[src/rtl/data_memory_store_buffer.sv]
// data_memory_store_buffer: in-order store queue between the stage-4 store formatter and data memory
// Ports: store_* enqueue side (valid/ready, byte address, lane enables, lane data),
// mem_* drain side (head entry presented while mem_write_en, advanced on mem_ready),
// load_addr/fwd_* combinational youngest-wins byte forwarding, buffer_empty for fence/halt.
// Optional STORE_COALESCE_EN: a store to the youngest entry's word merges into it.
module data_memory_store_buffer #(
  parameter int DEPTH = 4
) (
  input  logic        clk,
  input  logic        reset,
  input  logic        store_valid,
  output logic        store_ready,
  input  logic [31:0] store_addr,
  input  logic [3:0]  store_byte_en,
  input  logic [31:0] store_data,
  output logic        mem_write_en,
  input  logic        mem_ready,
  output logic [29:0] mem_addr,
  output logic [3:0]  mem_byte_en,
  output logic [31:0] mem_write_data,
  input  logic [31:0] load_addr,
  output logic [3:0]  fwd_byte_en,
  output logic [31:0] fwd_data,
  output logic        buffer_empty
);
  localparam int AW = $clog2(DEPTH);
  logic [29:0] ent_addr [DEPTH];
  logic [3:0]  ent_be   [DEPTH];
  logic [31:0] ent_data [DEPTH];
  logic [AW-1:0] head, tail, youngest;
  logic [AW:0]   count;
  logic accept, drain, merge, alloc;
  logic unused_low_bits;
  assign unused_low_bits = ^{store_addr[1:0], load_addr[1:0]};
  assign buffer_empty = count == '0;
  assign store_ready = count != (AW+1)'(DEPTH);
  assign mem_write_en = !buffer_empty;
  assign drain = mem_write_en && mem_ready;
  // zero byte-enable stores are accepted but never occupy a slot
  assign accept = store_valid && store_ready && |store_byte_en;
  assign youngest = tail - AW'(1);
`ifdef STORE_COALESCE_EN
  // a sole entry leaving this cycle cannot absorb the store
  assign merge = accept && !buffer_empty && ent_addr[youngest] == store_addr[31:2] &&
                 !(youngest == head && drain);
`else
  assign merge = 1'b0;
`endif
  assign alloc = accept && !merge;
  assign mem_addr = mem_write_en ? ent_addr[head] : '0;
  assign mem_byte_en = mem_write_en ? ent_be[head] : '0;
  assign mem_write_data = mem_write_en ? ent_data[head] : '0;
  always_ff @(posedge clk) begin
    if (reset) begin
      head <= '0;
      tail <= '0;
      count <= '0;
    end else begin
      if (alloc) tail <= tail + AW'(1);
      if (drain) head <= head + AW'(1);
      count <= count + (AW+1)'(alloc) - (AW+1)'(drain);
    end
  end
  always_ff @(posedge clk) begin
    if (alloc) begin
      ent_addr[tail] <= store_addr[31:2];
      ent_be[tail] <= store_byte_en;
      ent_data[tail] <= store_data;
    end
    if (merge) begin
      ent_be[youngest] <= ent_be[youngest] | store_byte_en;
      for (int b = 0; b < 4; b++)
        if (store_byte_en[b]) ent_data[youngest][8*b +: 8] <= store_data[8*b +: 8];
    end
  end
  // walk oldest to youngest so later matches overwrite earlier lanes
  always_comb begin
    fwd_byte_en = '0;
    fwd_data = '0;
    for (int i = 0; i < DEPTH; i++)
      if ((AW+1)'(i) < count && ent_addr[head + AW'(i)] == load_addr[31:2])
        for (int b = 0; b < 4; b++)
          if (ent_be[head + AW'(i)][b]) begin
            fwd_byte_en[b] = 1'b1;
            fwd_data[8*b +: 8] = ent_data[head + AW'(i)][8*b +: 8];
          end
  end
endmodule

[config.mk]
export PLATFORM = sky130hd
export DESIGN_NAME = data_memory_store_buffer
export DESIGN_NICKNAME = d
export VERILOG_FILES = /design/src/rtl/data_memory_store_buffer.sv
export SDC_FILE = /design/constraint.sdc
export NUM_CORES = 1
export LEC_CHECK = 0
export CORE_MARGIN = 2
export CORE_UTILIZATION = 60
export CTS_CLUSTER_SIZE = 20
export DETAILED_ROUTE_END_ITERATION = 10
export MAX_ROUTING_LAYER = met4
export PLACE_DENSITY = 0.85
export SYNTH_ARGS = -nofsm -noshare
export SYNTH_HDL_FRONTEND = slang
export SYNTH_SLANG_ARGS = --single-unit
[constraint.sdc]
create_clock -name clk -period 6.66 [get_ports clk]
set_input_delay 1.332 -clock clk [delete_from_list [all_inputs] [get_ports clk]]
set_output_delay 1.332 -clock clk [all_outputs]
set_load 0.02 [all_outputs]
==> reports/summary.txt, run 1 <==
Synthesized area - 18900 sq um
Compound-Gate Fraction of Synth Area - 13.7%
# resized after CTS - 0
Async set-or-reset flop fraction in the synthesized netlist - 0%
Max Cap Viol - 0
Tcrit/Tclk final - 95.7%
Clock sink count - 273
DR DRC count - 0
Clock buffer depth - 3
Seq. cell area - 8120 sq um
Pwr dens - 353 nW/um^2
Final hold vios - 0
Core area - 31300 sq um
Worst setup EP type - primary output
Hold Crit Class - reg -> reg
Hold wc startpoint - tail[1]
Root Driver - clkbuf_16
Clock transition at the registers of the reported paths - 0.06 ns
CTS Buf Count - 29
CP max stage cell - clkdlybuf4s50_1
Die ar. - 33000 sq um
Setup tns final - 0 ns
Cell with the most instances after synthesis - edfxtp_1
Std-Cell Rows - 65
Multi-input logic area - 9990 sq um
Syn Area/Cell - 12.0 sq um
Layout cells sized above 1 - 16.5%
Initial antenna violation count - 4
Area growth, synth to finish - 16.7%
Fmax - 157 MHz
Maximum VDD drop - 355 uV
Yosys cell types - 71
Slack of the critical path - 0.285 ns
Critical R2R Launch - count[1]
Fill count - 2173
Routability Congestion - 1.02
WS Path Type - in -> out
Critical path launch point type - input pin
Post-CTS setup buffer count - 0
Final setup vio count - 0
Status - complete, no violations
Critical path arrival - 5.04 ns
Top_reg_cell synth - edfxtp_1
Min cycle time layout - 6.37 ns
Crit path from - load_addr[2]
Routed wire length - 56000 microns
Top Ports - 209
Synthesized net count - 1684
Clk_skew - 0.0110 ns
Post-Route Utilization - 70.5%
Post-synth top area cell - edfxtp_1
Non-filler instance count after layout - 2131
Die width - 182 microns
Worst Path Max Fanout - 33
Synth top cells by count - edfxtp_1 (264), mux2i_1 (175), mux2_2 (84), mux4_2 (84)
Largest family of logic cells by synthesized area - multiplexers
Starting Density - 60.5%
Synth Instances - 1571
Worst Path Required - 5.33 ns
Synth warn - 0
Post-synth EDFFs - 264
Post-CTS Hold Buffers - 0
Die H - 182 microns
DP Wirelength - 37800 microns
Static leakage - 6.84 nW
Synth area leaders - edfxtp_1 (42%), mux4_2 (10%), mux2i_1 (9.3%)
GRT overflow - 0
Final Slew Violations - 0
Slowest stage delay, CP - 0.81 ns
RSZ-0062 raised after global routing - no
Sequential area share after synthesis - 42.8%
Buf/Inv on CP - 4
Vias - 15.0k
Pre-antenna DRT Iters - 6
XOR/XNOR Fraction of Synth Area - 4.49%
Critical Path, Cell by Cell - clkdlybuf4s50_1 -> inv_1 -> a22oi_1 -> o221ai_1 -> nor4_1 -> o2111ai_2 -> buf_4 -> nor2_1 -> nand2_1 -> o2111ai_1 -> clkdlybuf4s50_1
DR vias/cell - 7.03
Final net count - 1819
Simple-Gate Fraction of Synth Area - 9.20%
DRT antenna net count - 0
First-pass GRT wire length - 84400 microns
Routed WL per cell - 26.3 microns
Detailed router's first-iteration violation count - 2474
Cell family with most CP delay - buffers and inverters
Share of the synthesized area in the top cell type - 41.9%
Most used cell, CP - clkdlybuf4s50_1
Vias in the first global route - 14.3k
IO Port Bufs - 204
Largest net degree at the start of global routing - 82
Synthesis-stage register bit count - 273
Overall routing resource usage - 34.2%
CTS tree - built
Clk_lat worst skew - 0.58 ns
Worst Tran Pin Value - 1.20 ns
H-tree levels - 1
Relative slew slack - 20.3%
Dpl cells - 2077
Pre-CTS WS - 0.412 ns
Synth Area in Adders - 0.635%
Multiplexer share of the synthesized area - 24.6%
==> cell families (layout without fill, tap and decap cells) <==
group / count (synthesis) / in the layout
multiplexers: 348 / 348
buffers and inverters: 171 / 325
AO/OA/AOI/OAI: 341 / 341
flip-flops: 273 / 273
other: 0 / 4
adder cells (fa/ha/maj): 9 / 9
XOR/XNOR: 97 / 97
AND/OR/NAND/NOR: 332 / 332
==> registers in the layout, indices dropped and copies added (netlist names), named ones only <==
signal	flops
ent_data	128
ent_addr	120
ent_be	16
count	3
head	2
tail	2
==> path summary, 6_finish.rpt <==
kind	cells past startpoint	to	slack [ns]
worst min register to register	2	tail[1]	0.56
worst max-delay path	11	fwd_byte_en[0]	0.29
worst min-delay path	2	tail[1]	0.56
worst max register to register	12	count[2]	3.38
==> power by group <==
group | leakage (nW) | switching [W] | internal (W) | total (W)
sequential | 2.49 | 0.000249 | 0.00210 | 0.00235
clock | 0.428 | 0.000674 | 0.000875 | 0.00155
combinational | 3.92 | 0.00214 | 0.00176 | 0.00390
==> worst register-to-register path, cell delays in order (launching register included) <==
cell and delay, ns:
dfxtp_1 0.35, nor2_1 0.18, nand2_1 0.20, inv_2 0.48
buf_4 0.56, nor2b_1 0.21, ha_1 0.32, inv_1 0.07
ha_1 0.14, inv_1 0.05, fa_1 0.40, xnor2_1 0.16
nor2_1 0.06
==> layout make-up <==
| type | count | share of cell area, % |
|---|---|---|
| multi-input cells | 1127 | 45.2 |
| flip-flops and latches | 273 | 36.8 |
| repair buffers | 256 | 11.3 |
| clock buffers | 36 | 3.41 |
| well taps | 402 | 2.28 |
| clock inverters | 14 | 0.623 |
| inverters | 19 | 0.329 |
| diodes | 4 | 0.0453 |
==> through the flow <==
step | cell area (sq um) | total power [W] | hold slack (ns)
after floorplan | 18900 | 0.00500 | 0.514
final | 22100 | 0.00779 | 0.556
after CTS | 22100 | 0.00774 | 0.562
after global placement | 21200 | 0.00612 | 0.544
after detailed placement | 21200 | 0.00619 | 0.553
after global routing | 22100 | 0.00810 | 0.609
==> routing by layer <==
layer | global-route usage [%] | vias to the layer above | share of wire, %
met5 | - | - | 0
met3 | 5.31 | 153 | 11
met2 | 51.3 | 971 | 45
li1 | - | 6521 | -
met4 | 11.2 | 0 | 3.3
met1 | 48.2 | 7337 | 40
==> cells in the final DEF, fill, tap and decap left out, drive strengths merged, types with 52 or more instances in the layout <==
cell type	n
edfxtp	264
clkdlybuf4s50	204
mux2i	176
mux2	88
mux4	84
nand2	69
xnor2	69
nor2	69
nor2b	61
a21oi	54
buf	52
Power figures use the tool's default switching activity.
==> run 2: changes to the inputs <==
==> constraint.sdc (replaced) <==
create_clock -name clk -period 6.66 [get_ports clk]
set_input_delay 1.332 -clock clk [delete_from_list [all_inputs] [get_ports clk]]
set_output_delay 1.332 -clock clk [all_outputs]
set_load 0.05 [all_outputs]
==> run 2 against run 1 <==
Against the previous run:
- non-clock buffer count is 7 lower
- first-iteration DRC count is 6.4% lower
- combinational power is 13% higher
- clock power is 9.7% higher
- fmax is 2.1% higher
- clock skew is 0.0016 ns lower
- largest power group unchanged
- highest routed layer unchanged
==> reports/summary.txt, run 2 (synthesized netlist as in run 1, its figures left out) <==
Clk_lat worst skew - 0.57 ns (about the same)
Post-CTS Hold Buffers - 0 (unchanged)
RSZ-0062 raised after global routing - no
Std-Cell Rows - 65 (unchanged)
GRT overflow - 0 (unchanged)
Die ar. - 33000 sq um (unchanged)
H-tree levels - 1 (unchanged)
Die H - 182 microns (unchanged)
Worst setup EP type - primary output
Maximum VDD drop - 502 uV (+41%)
Vias in the first global route - 14.6k (+2.0%)
Final net count - 1813 (-0.33%)
DRT antenna net count - 0 (unchanged)
Final Slew Violations - 0 (unchanged)
Critical path arrival - 4.91 ns (-0.13 ns)
Critical path launch point type - flip-flop
Pre-antenna DRT Iters - 6 (unchanged)
Pwr dens - 377 nW/um^2 (+6.8%)
Worst Path Required - 5.33 ns (about the same)
Max Cap Viol - 0 (unchanged)
Most frequent cells in the layout - edfxtp_1 (264), mux2i_1 (175), clkdlybuf4s50_1 (168), mux4_2 (84), mux2_2 (84)
Starting Density - 60.5% (unchanged)
Worst Path Max Fanout - 38 (+15%)
Final setup vio count - 0 (unchanged)
Area growth, synth to finish - 18.7%
Core area - 31300 sq um (unchanged)
Final hold vios - 0 (unchanged)
Most flops, register - ent_data
Slowest stage delay, CP - 0.80 ns (about the same)
Post-CTS setup buffer count - 0 (unchanged)
Layout cells sized above 1 - 18.4% (+2.0 points)
Fmax - 160 MHz (+2.1%)
Clock buffer depth - 3 (unchanged)
Routed wire length - 57000 microns (+1.7%)
Tcrit/Tclk final - 93.7% (-2.0 points)
Worst Tran Pin Value - 1.03 ns (-0.163 ns)
Hold Crit Class - reg -> reg
Top Ports - 209 (unchanged)
IO Port Bufs - 204 (unchanged)
DR vias/cell - 7.14 (+1.5%)
Clk_skew - 0.00941 ns (-0.00161 ns)
Static leakage - 7.02 nW (+2.7%)
Critical Path, Cell by Cell - buf_12 -> buf_12 -> mux2i_1 -> mux2i_1 -> xnor2_1 -> nand4_1 -> or4_4 -> or3_1 -> o21ai_0 -> o22a_1 -> buf_12
First-pass GRT wire length - 85900 microns (+1.7%)
Routability Congestion - 1.05 (+3.1%)
Routed WL per cell - 26.8 microns (+1.9%)
Overall routing resource usage - 34.9% (+0.70 points)
WHS - 0.558 ns (+0.00190 ns)
DP Wirelength - 38100 microns (+0.84%)
Min cycle time layout - 6.24 ns (-0.132 ns)
Root Driver - clkbuf_16
Detailed router's first-iteration violation count - 2316 (-6.4%)
Max reg flops - 128 (unchanged)
CP max stage cell - dfxtp_4
Setup tns final - 0 ns (unchanged)
Relative slew slack - 31.0% (+11 points)
Final Power - 0.00848 W (+8.7%)
Largest net degree at the start of global routing - 97 (+18%)
Commonest non-fill, non-tap cell in the layout - edfxtp_1
WS Path Type - reg -> out
Clock sink count - 273 (unchanged)
Top flop regs - ent_data: 128 flops, ent_addr: 120 flops, ent_be: 16 flops
# resized after CTS - 0 (unchanged)
CTS tree - built
Most used cell, CP - buf_12
Vias - 15.2k (+1.3%)
Die width - 182 microns (unchanged)
DR DRC count - 0 (unchanged)
CTS Buf Count - 30 (+3.4%)
Initial antenna violation count - 2 (-2)
Clock transition at the registers of the reported paths - 0.06 ns (about the same)
Status - complete, no violations
[run 2: cell types whose count changed in the layout (fill, tap and decap cells not counted)]
cell             delta
inv_6               +1
clkbuf_16           +1
clkinv_8            +1
clkinv_4            -1
clkbuf_1            -2
bufinv_16           +3
clkinv_1            +1
clkdlybuf4s50_1    -36
buf_12             +34
buf_4               -5
inv_16              -1
[run 2: metrics by stage]
stage               utilization [%]  instance area, sq um  worst slack (ns)  cells
floorplan                         -                 18900              1.35   1571
global placement               68.6                 21500             0.689   2070
detailed placement             68.6                 21500             0.654   2070
CTS                            71.7                 22500             0.557   2123
global route                   71.8                 22500             0.290   2125
finish                         71.8                 22500             0.417   2127
[run 2: layout make-up]
cell class                 instances  area [sq um]
multi-input combinational       1127          9990
inverter                          19          72.6
clock buffer                      35           769
timing repair buffer             249          2780
clock inverter                    18           228
fill                            2077          8840
antenna                            4          10.0
tap                              402           503
sequential                       273          8120
[run 2: where the power goes]
group          switching [W]  internal, W  leakage [nW]
sequential          0.000263      0.00210          2.49
combinational        0.00267      0.00175          4.05
clock               0.000681      0.00101         0.479
[run 2: final timing paths]
check	startpoint	end	slack (ns)	cells past startpoint
max reg2reg	count[1]	count[2]	3.45	11
min	tail[1]	tail[1]	0.56	2
min reg2reg	tail[1]	tail[1]	0.56	2
max	head[0]	fwd_data[3]	0.42	11
[run 2: worst max-delay path, delay by kind of cell, from the launching register on]
kind,cells,cell delay [ns]
simple gates,3,1.42
mux,2,0.49
flops,1,0.80
xor+xnor,1,0.35
buf+inv,3,0.69
compound gates,2,0.55
[run 2: metal layers]
metal | track usage (%) | share of wire [%]
met5 | - | 0
met4 | 11.3 | 3.6
met3 | 5.60 | 12
met2 | 53.1 | 45
met1 | 48.4 | 39
